### config.mk
export PLATFORM = sky130hd
export DESIGN_NAME = jk_bank_arbiter_flat
export DESIGN_NICKNAME = d
export VERILOG_FILES = /design/src/rtl/jk_bank_arbiter_if.sv /design/src/rtl/jk_bank_arbiter.sv /design/src/flat_wrapper.sv
export SDC_FILE = /design/constraint.sdc
export NUM_CORES = 1
export LEC_CHECK = 0
export BUFFER_PORTS_ARGS = -buffer_cell sky130_fd_sc_hd__buf_2
export CORE_MARGIN = 2
export CORE_UTILIZATION = 46
export DETAILED_ROUTE_END_ITERATION = 16
export PLACE_DENSITY = 0.83
export SYNTH_ARGS = -nofsm -noshare
export SYNTH_HDL_FRONTEND = slang
export SYNTH_SLANG_ARGS = --single-unit
export TNS_END_PERCENT = 50
### constraint.sdc
create_clock -name clk -period 2.1 [get_ports clk]
set_input_delay 0.21 -clock clk [delete_from_list [all_inputs] [get_ports clk]]
set_output_delay 0.21 -clock clk [all_outputs]
set_load 0.05 [all_outputs]
### src/rtl/jk_bank_arbiter_if.sv
// rtl/jk_bank_arbiter_if.sv - command handshake bundle for the two requesters of jk_bank_arbiter
interface jk_bank_arbiter_if #(
  parameter int IDXW = 3
);
  logic            a_valid;
  logic            a_ready;
  logic [1:0]      a_op;
  logic [IDXW-1:0] a_idx;
  logic            b_valid;
  logic            b_ready;
  logic [1:0]      b_op;
  logic [IDXW-1:0] b_idx;

  // Requester side drives commands and observes ready.
  modport master (
    output a_valid, a_op, a_idx, b_valid, b_op, b_idx,
    input  a_ready, b_ready
  );

  // Arbiter side accepts commands and drives ready.
  modport slave (
    input  a_valid, a_op, a_idx, b_valid, b_op, b_idx,
    output a_ready, b_ready
  );
endinterface

### src/rtl/jk_bank_arbiter.sv
// rtl/jk_bank_arbiter.sv - two-port arbitrated JK flop bank; define JK_BANK_RR_EN for round-robin, else fixed A priority
module jk_bank_arbiter #(
  parameter int N    = 8,
  parameter int IDXW = 3
) (
  input  logic                clk,
  input  logic                rst,
  jk_bank_arbiter_if.slave    cmd,
  output logic [N-1:0]        q,
  output logic [N-1:0]        qbar,
  output logic                busy,
  output logic                done,
  output logic                done_src,
  output logic                done_q,
  output logic                err
);

  typedef enum logic [1:0] {
    IDLE  = 2'd0,
    APPLY = 2'd1,
    RESP  = 2'd2
  } state_t;

  state_t          state;
  state_t          state_next;
  logic            prio;      // 0 = A wins a tie, 1 = B wins a tie
  logic            accept;
  logic            grant_b;
  logic [1:0]      op_r;
  logic [IDXW-1:0] idx_r;
  logic            src_r;
  logic            in_range;

  // Extra top bit so N = 2^IDXW still compares correctly.
  assign in_range = ({1'b0, idx_r} < (IDXW+1)'(N));
  assign accept   = cmd.a_ready | cmd.b_ready;
  assign grant_b  = cmd.b_ready;
  assign qbar     = ~q;

  // State register.
  always_ff @(posedge clk or posedge rst) begin
    if (rst) state <= IDLE;
    else     state <= state_next;
  end

  // Next state: only IDLE waits, on an accepted command.
  always_comb begin
    state_next = state;
    case (state)
      IDLE:    if (accept) state_next = APPLY;
      APPLY:   state_next = RESP;
      RESP:    state_next = IDLE;
      default: state_next = IDLE;
    endcase
  end

  // Outputs: readiness only in IDLE and never while reset is held; response fields only in RESP.
  always_comb begin
    cmd.a_ready = 1'b0;
    cmd.b_ready = 1'b0;
    if (state == IDLE && !rst) begin
      cmd.a_ready = cmd.a_valid && (!cmd.b_valid || !prio);
      cmd.b_ready = cmd.b_valid && (!cmd.a_valid ||  prio);
    end
    busy     = (state != IDLE);
    done     = (state == RESP);
    done_src = done && src_r;
    err      = done && !in_range;
    done_q   = done && in_range && q[idx_r];
  end

`ifdef JK_BANK_RR_EN
  // Tie priority passes to whichever requester was not just granted.
  always_ff @(posedge clk or posedge rst) begin
    if (rst)         prio <= 1'b0;
    else if (accept) prio <= ~grant_b;
  end
`else
  assign prio = 1'b0;
`endif

  // Capture the granted command so later requester changes cannot disturb it.
  always_ff @(posedge clk or posedge rst) begin
    if (rst) begin
      op_r  <= 2'b00;
      idx_r <= '0;
      src_r <= 1'b0;
    end else if (accept) begin
      op_r  <= grant_b ? cmd.b_op  : cmd.a_op;
      idx_r <= grant_b ? cmd.b_idx : cmd.a_idx;
      src_r <= grant_b;
    end
  end

  // Flop bank: the latched JK op lands on the target at the APPLY edge; out-of-range targets are ignored.
  always_ff @(posedge clk or posedge rst) begin
    if (rst) begin
      q <= '0;
    end else if (state == APPLY && in_range) begin
      case (op_r)
        2'b01:   q[idx_r] <= 1'b0;
        2'b10:   q[idx_r] <= 1'b1;
        2'b11:   q[idx_r] <= ~q[idx_r];
        default: q[idx_r] <= q[idx_r];
      endcase
    end
  end

endmodule

### src/flat_wrapper.sv
// flat-port wrapper written by rule: the top's interface ports become plain ports
module jk_bank_arbiter_flat 
#(
  parameter int N    = 8,
  parameter int IDXW = 3
)
  (clk, rst, q, qbar, busy, done, done_src, done_q, err, cmd_a_valid, cmd_a_op, cmd_a_idx, cmd_b_valid, cmd_b_op, cmd_b_idx, cmd_a_ready, cmd_b_ready);
  jk_bank_arbiter_if #(.IDXW(IDXW)) cmd_i ();
  input  logic clk;
  input  logic rst;
  output logic [N-1:0] q;
  output logic [N-1:0] qbar;
  output logic busy;
  output logic done;
  output logic done_src;
  output logic done_q;
  output logic err;
  input wire logic [$bits(cmd_i.a_valid)-1:0] cmd_a_valid;
  input wire logic [$bits(cmd_i.a_op)-1:0] cmd_a_op;
  input wire logic [$bits(cmd_i.a_idx)-1:0] cmd_a_idx;
  input wire logic [$bits(cmd_i.b_valid)-1:0] cmd_b_valid;
  input wire logic [$bits(cmd_i.b_op)-1:0] cmd_b_op;
  input wire logic [$bits(cmd_i.b_idx)-1:0] cmd_b_idx;
  output wire logic [$bits(cmd_i.a_ready)-1:0] cmd_a_ready;
  output wire logic [$bits(cmd_i.b_ready)-1:0] cmd_b_ready;
  assign cmd_i.a_valid = cmd_a_valid;
  assign cmd_i.a_op = cmd_a_op;
  assign cmd_i.a_idx = cmd_a_idx;
  assign cmd_i.b_valid = cmd_b_valid;
  assign cmd_i.b_op = cmd_b_op;
  assign cmd_i.b_idx = cmd_b_idx;
  assign cmd_a_ready = cmd_i.a_ready;
  assign cmd_b_ready = cmd_i.b_ready;
  jk_bank_arbiter #(.N(N), .IDXW(IDXW)) u_core (.clk(clk), .rst(rst), .cmd(cmd_i), .q(q), .qbar(qbar), .busy(busy), .done(done), .done_src(done_src), .done_q(done_q), .err(err));
endmodule
==> metrics.md, run 1 <==
| Metric | Value |
|---|---|
| Yosys cell types | `29` |
| RR Startpoint | `u_core.idx_r[2]` |
| CORE AREA | `1750 um^2` |
| FFs w/ async S/R, synth | `1.00` |
| Area growth from synthesis to final layout | `25.5%` |
| Total track usage | `0.179` |
| CP Capture Type | `output port` |
| Final Setup Violations | `0` |
| Die width | `47.4 um` |
| Syn avg cell area | `10.5 um^2` |
| First-pass GRT wire length | `2680 um` |
| Power density over cell area | `1530 nW/um^2` |
| WL final | `1740 um` |
| DP Wirelength | `1390 um` |
| WHS | `-17.5 ps` |
| Vias in the first global route | `635` |
| Failing checks | `hold timing` |
| Switching power | `0.000906 W` |
| Hold Crit Class | `primary input to asynchronous set/reset pin` |
| Clock-pin transition on the worst setup and hold timing paths | `90 ps` |
| Yosys top cell area share | `0.461` |
| Number of flops mapped to enable cells by yosys | `0` |
| Worst IR drop on VDD | `0.930 mV` |
| Grt total ovfl | `0` |
| CTS buffer count | `3` |
| Crit Path Category | `flip-flop to output port` |
| Tcrit/Tclk final | `0.969` |
| Reg2reg path depth | `4` |
| Syn Nets | `97` |
| Detailed-route DRC error count | `0` |
| Combinational Power Share | `0.601` |
| Starting Density | `0.497` |
| Drt pass-1 iters | `3` |
| Synth Warn # | `0` |
| Total number of vias | `720` |
| Register Area | `403 um^2` |
| Ranking of synthesized cells by area | `dfrtp_1 (46%), mux2_2 (9.1%), inv_1 (4.8%)` |
| Slew Limit Fails | `0` |
| Slew headroom | `0.610` |
| Initial antenna violation count | `0` |
| Boundary Pins | `37` |
| # diodes | `0` |
| Clk pwr share | `0.097` |
| RSZ-0062 raised after global routing | `no` |
| Outcome | `finished with violations` |
| Max-cap violation count | `0` |
| Leak | `0.546 nW` |
| Internal reg-to-reg setup slack | `240 ps` |
| Largest net degree at the start of global routing | `17` |
| H-tree depth | `1` |
| Cell row count | `15` |
| Reg power frac | `0.302` |
| Actual slew at the worst max-slew pin | `585 ps` |
| Fmax | `492 MHz` |
| Synthesized cell area | `868 um^2` |
| CTS Buffer Depth | `2` |
| NumNets Final | `135` |
| Top_reg_cell synth | `dfrtp_1` |
| Clk_lat worst skew | `290 ps` |
| Net Sw Frac | `0.543` |
| 1st-iter DRT viols | `5` |
| Final setup TNS | `0 ps` |
| RePlAce Congestion | `0.811` |
| DR WL/cell | `12.1 um` |
| Via-to-Cell Ratio | `5.00` |
| Sink Count | `16` |
| Post-synthesis register bit count | `16` |
| Multi-input logic area | `395 um^2` |
| Die Span Y | `47.4 um` |
| ANT nets after route | `0` |
| Final hold vios | `16` |
| Final core occ | `0.624` |
| Max incr delay on CP | `550 ps` |
| CTS root buf | `clkbuf_4` |
| Crit path max fanout | `3` |
| Post-Syn Instances | `83` |
| Worst path cell trace | `mux4_2, mux2i_4, and2b_2, buf_6` |
| Post-layout minimum cycle time | `2030 ps` |
| Layout cell share with drive strength beyond 1 | `0.471` |
| Top post-synthesis cells by count | `dfrtp_1 (16), inv_1 (11), mux2_2 (7)` |
| Seq/Total Area, Yosys | `0.461` |
| Fillers | `165` |
| Data arrival, critical path | `1820 ps` |
| Internal | `0.000763 W` |
| I/O Buffers | `35` |
| CTS tree | `built` |
| CP Data Required Time | `1890 ps` |
| Critical-path top delay cell | `mux4_2` |
| Top-count cell post-synth | `dfrtp_1` |
| Setup crit start kind | `flip-flop` |
| Setup Skew | `6.04 ps` |
| Post-synth top area cell | `dfrtp_1` |
| Full die area | `2250 um^2` |
-- cell type report --
cell class                 count  share of cell area
sequential                    16               0.370
inverter                      11              0.0379
tap                           25              0.0287
timing repair buffer          37               0.180
multi-input combinational     52               0.363
clock buffer                   3              0.0207
-- per-stage QoR --
step / power, W / setup slack, ps / cells / instance area (um^2) / hold WS [ps]
after global routing: 0.00177 / 14.3 / 144 / 1090 / 42.9
after detailed placement: 0.00151 / 34.9 / 140 / 1050 / 326
after floorplan: 0.00130 / 164 / 83 / 868 / 124
after global placement: 0.00148 / 189 / 140 / 1050 / 307
final: 0.00167 / 65.7 / 144 / 1090 / -17.5
after CTS: 0.00168 / 9.05 / 144 / 1080 / 13.3
-- metal layers --
metal / vias to the layer above / part of all wire / GRT usage
li1: 358 / - / -
met1: 330 / 0.40 / 0.207
met2: 27 / 0.52 / 0.311
met3: 5 / 0.049 / 0.0226
met4: 0 / 0.030 / 0.117
met5: - / 0 / 0
-- power groups by stage --
stage          Sequential [W]  Clock, W  Combinational (W)
4_1_cts              0.000505  0.000163            0.00101
5_1_grt              0.000521  0.000178            0.00107
3_5_place_dp         0.000512         0           0.000995
3_3_place_gp         0.000507         0           0.000974
2_1_floorplan        0.000709         0           0.000587
6_report             0.000504  0.000161            0.00100
-- placed cells by master, fill, tap and decap left out --
cell type and count:
a21oi_1 2, a22oi_1 5, a31o_2 1, and2_1 2, and2b_2 1, buf_2 34, buf_4 2, buf_6 1
clkbuf_4 3, conb_1 1, dfrtp_1 14, dfrtp_2 2, inv_1 11, mux2_2 7, mux2i_2 1, mux2i_4 1
mux4_2 2, nand2_1 6, nand3_1 1, nand3b_1 2, nand4_1 1, nor2_1 3, nor2b_1 4, nor3_1 2
nor3b_1 2, o21ai_0 5, o22ai_1 1, or2_2 1, or3_1 1
-- worst max-delay path, delay by kind of cell, from the launching register on --
family,cells,cell delay [ps]
multiplexers,2,730
flip-flops,1,420
AND/OR/NAND/NOR,1,240
buffers and inverters,1,150
-- worst max-delay path by stage --
stage / end / from / slack (ps)
2_1_floorplan: flip-flop / flip-flop / 160
3_3_place_gp: flip-flop / u_core.idx_r[2] / 190
3_5_place_dp: flip-flop / u_core.idx_r[2] / 30
4_1_cts: done_q / u_core.idx_r[2] / 9
5_1_grt: done_q / u_core.idx_r[2] / 10
6_report: done_q / u_core.idx_r[2] / 70
-- kinds of logic after synthesis --
family	share of synthesized area
mux	0.189
other cells	0.00432
compound gates	0.101
buf+inv	0.0792
simple gates	0.166
flops	0.461
-- repair_timing --
action,4_1_cts,5_1_grt
hold endpoints to repair,0,0
hold buffers,0,0
setup buffers,1,0
gates resized for setup,2,4
setup endpoints to repair,1,1
Power figures use the tool's default switching activity.
==> run 2: changes to the inputs <==
--- a/config.mk
+++ b/config.mk
@@ -10,6 +10,7 @@
 export CORE_UTILIZATION = 46
 export DETAILED_ROUTE_END_ITERATION = 16
 export PLACE_DENSITY = 0.83
+export REMOVE_ABC_BUFFERS = 1
 export SYNTH_ARGS = -nofsm -noshare
 export SYNTH_HDL_FRONTEND = slang
 export SYNTH_SLANG_ARGS = --single-unit
==> metrics.md, run 2 (same netlist as run 1, synthesis figures left out) <==
| Metric | Value |
|---|---|
| Outcome | `finished with violations` |
| Failing checks | `hold timing` |
| Power density over cell area | `1570 nW/um^2 (+2.9%)` |
| Multi-input logic area | `395 um^2 (unchanged)` |
| CTS Buffer Depth | `2 (unchanged)` |
| CP Capture Type | `output port` |
| Final hold vios | `16 (unchanged)` |
| Crit path max-delay family | `multiplexers` |
| Total number of vias | `749 (+4.0%)` |
| Fmax | `497 MHz (+1.1%)` |
| Total track usage | `0.195 (+0.0155)` |
| Grt total ovfl | `0 (unchanged)` |
| Largest net degree at the start of global routing | `17 (unchanged)` |
| Cell row count | `15 (unchanged)` |
| NumNets Final | `136 (+0.74%)` |
| Post-layout minimum cycle time | `2010 ps (-21.9 ps)` |
| ANT nets after route | `0 (unchanged)` |
| Layout cell share with drive strength beyond 1 | `0.471 (+0.000486)` |
| Sink Count | `16 (unchanged)` |
| Fillers | `149 (-9.7%)` |
| Data arrival, critical path | `1800 ps (-20 ps)` |
| Hold Crit Class | `primary input to asynchronous set/reset pin` |
| Worst path cell trace | `mux4_2, mux2i_4, and2b_2, buf_6` |
| CTS tree | `built` |
| 1st-iter DRT viols | `28 (+23)` |
| Clock-pin transition on the worst setup and hold timing paths | `100 ps (about the same)` |
| Final std cells w/o fill | `146 (+1.4%)` |
| CORE AREA | `1750 um^2 (unchanged)` |
| CTS root buf | `clkbuf_4` |
| Max-cap violation count | `0 (unchanged)` |
| Initial antenna violation count | `0 (unchanged)` |
| Internal reg-to-reg setup slack | `170 ps (-70 ps)` |
| DP Wirelength | `1450 um (+4.3%)` |
| H-tree depth | `1 (unchanged)` |
| Full die area | `2250 um^2 (unchanged)` |
| Drt pass-1 iters | `4 (+1)` |
| DR WL/cell | `13.1 um (+8.8%)` |
| Final core occ | `0.636 (+0.0115)` |
| WL final | `1920 um (+10%)` |
| WHS | `-11.5 ps (+6.00 ps)` |
| Leak | `0.559 nW (+2.4%)` |
| Setup crit start kind | `flip-flop` |
| # diodes | `0 (unchanged)` |
| Via-to-Cell Ratio | `5.13 (+2.6%)` |
| Setup Skew | `3.71 ps (-2.33 ps)` |
| CTS buffer count | `3 (unchanged)` |
| CP Buf/Inv Count | `1 (unchanged)` |
| Max incr delay on CP | `540 ps (about the same)` |
| Starting Density | `0.497 (unchanged)` |
| RePlAce Congestion | `0.730 (-10%)` |
| Final Setup Violations | `0 (unchanged)` |
| Cells after DPL | `140 (unchanged)` |
| Vias in the first global route | `612 (-3.6%)` |
| Most common cell after layout, fill and taps aside | `buf_2` |
| Worst IR drop on VDD | `0.920 mV (-1.1%)` |
| Crit Path Category | `flip-flop to output port` |
| Clk_lat worst skew | `290 ps (about the same)` |
| Area growth from synthesis to final layout | `27.8%` |
| Slew headroom | `0.593 (-0.0166)` |
| Critical-path top delay cell | `mux4_2` |
| Crit path max fanout | `4 (+1)` |
| Boundary Pins | `37 (unchanged)` |
| Die width | `47.4 um (unchanged)` |
| Detailed-route DRC error count | `0 (unchanged)` |
| Final setup TNS | `0 ps (unchanged)` |
| RSZ-0062 raised after global routing | `no` |
| Tcrit/Tclk final | `0.958 (-0.0104)` |
| CP Data Required Time | `1890 ps (about the same)` |
| Slew Limit Fails | `0 (unchanged)` |
| I/O Buffers | `35 (unchanged)` |
| Most frequent cells in the layout | `buf_2 (34), dfrtp_1 (15), inv_1 (11)` |
| First-pass GRT wire length | `2970 um (+11%)` |
| Register Area | `402 um^2 (-0.31%)` |
| Actual slew at the worst max-slew pin | `610 ps (+24.9 ps)` |
| Die Span Y | `47.4 um (unchanged)` |
## run 2: changes by cell type in the layout (fill, tap and decap cells not counted), sizes merged
| cell | previous run | this run |
|---|---|---|
| clkbuf | 3 | 4 |
| buf | 37 | 38 |
## run 2: metal layers
metal,track usage,share of wire
met2,0.335,0.51
met5,0,0
met3,0.0377,0.042
met4,0.100,0.032
met1,0.230,0.42
## run 2: layout make-up
| cell class | instances | area share |
|---|---|---|
| inverters | 11 | 0.0372 |
| repair buffers | 38 | 0.184 |
| well taps | 25 | 0.0282 |
| flip-flops and latches | 16 | 0.362 |
| clock buffers | 4 | 0.0327 |
| multi-input cells | 52 | 0.356 |
## run 2: path summary, 6_finish.rpt
check | from | end | cells after the start
setup / recovery | u_core.idx_r[2] | done_q | 4
hold / removal | rst | u_core.op_r[0] | 2
setup reg to reg | u_core.idx_r[2] | flip-flop | 5
hold reg to reg | u_core.src_r | u_core.src_r | 2
max in group asynchronous | rst | u_core.idx_r[2] | 2
min in group clk | cmd_b_valid | u_core.src_r | 3
## run 2: where the power goes
group          internal, W  switching (W)  total [W]
sequential        0.000404       0.000104   0.000509
combinational     0.000306       0.000726    0.00103
clock             0.000106       0.000101   0.000206
total             0.000816       0.000931    0.00175
## run 2: metrics by stage
step / instance area, um^2 / total power, W / hold WS [ps] / setup WS (ps)
after global routing: 1110 / 0.00184 / 48.3 / 21.2
final: 1110 / 0.00175 / -11.5 / 87.5
after CTS: 1100 / 0.00173 / 13.5 / 6.97
after detailed placement: 1050 / 0.00151 / 327 / 91.0
after floorplan: 841 / 0.00128 / 124 / 164
after global placement: 1050 / 0.00148 / 308 / 190
## run 2: repair_timing
| action | in CTS | in global routing |
|---|---|---|
| hold buffers | 0 | 0 |
| cloned | 0 | 0 |
| resized for setup | 2 | 3 |
| endpoints found under the setup margin | 1 | 1 |
| setup buffers | 1 | 1 |
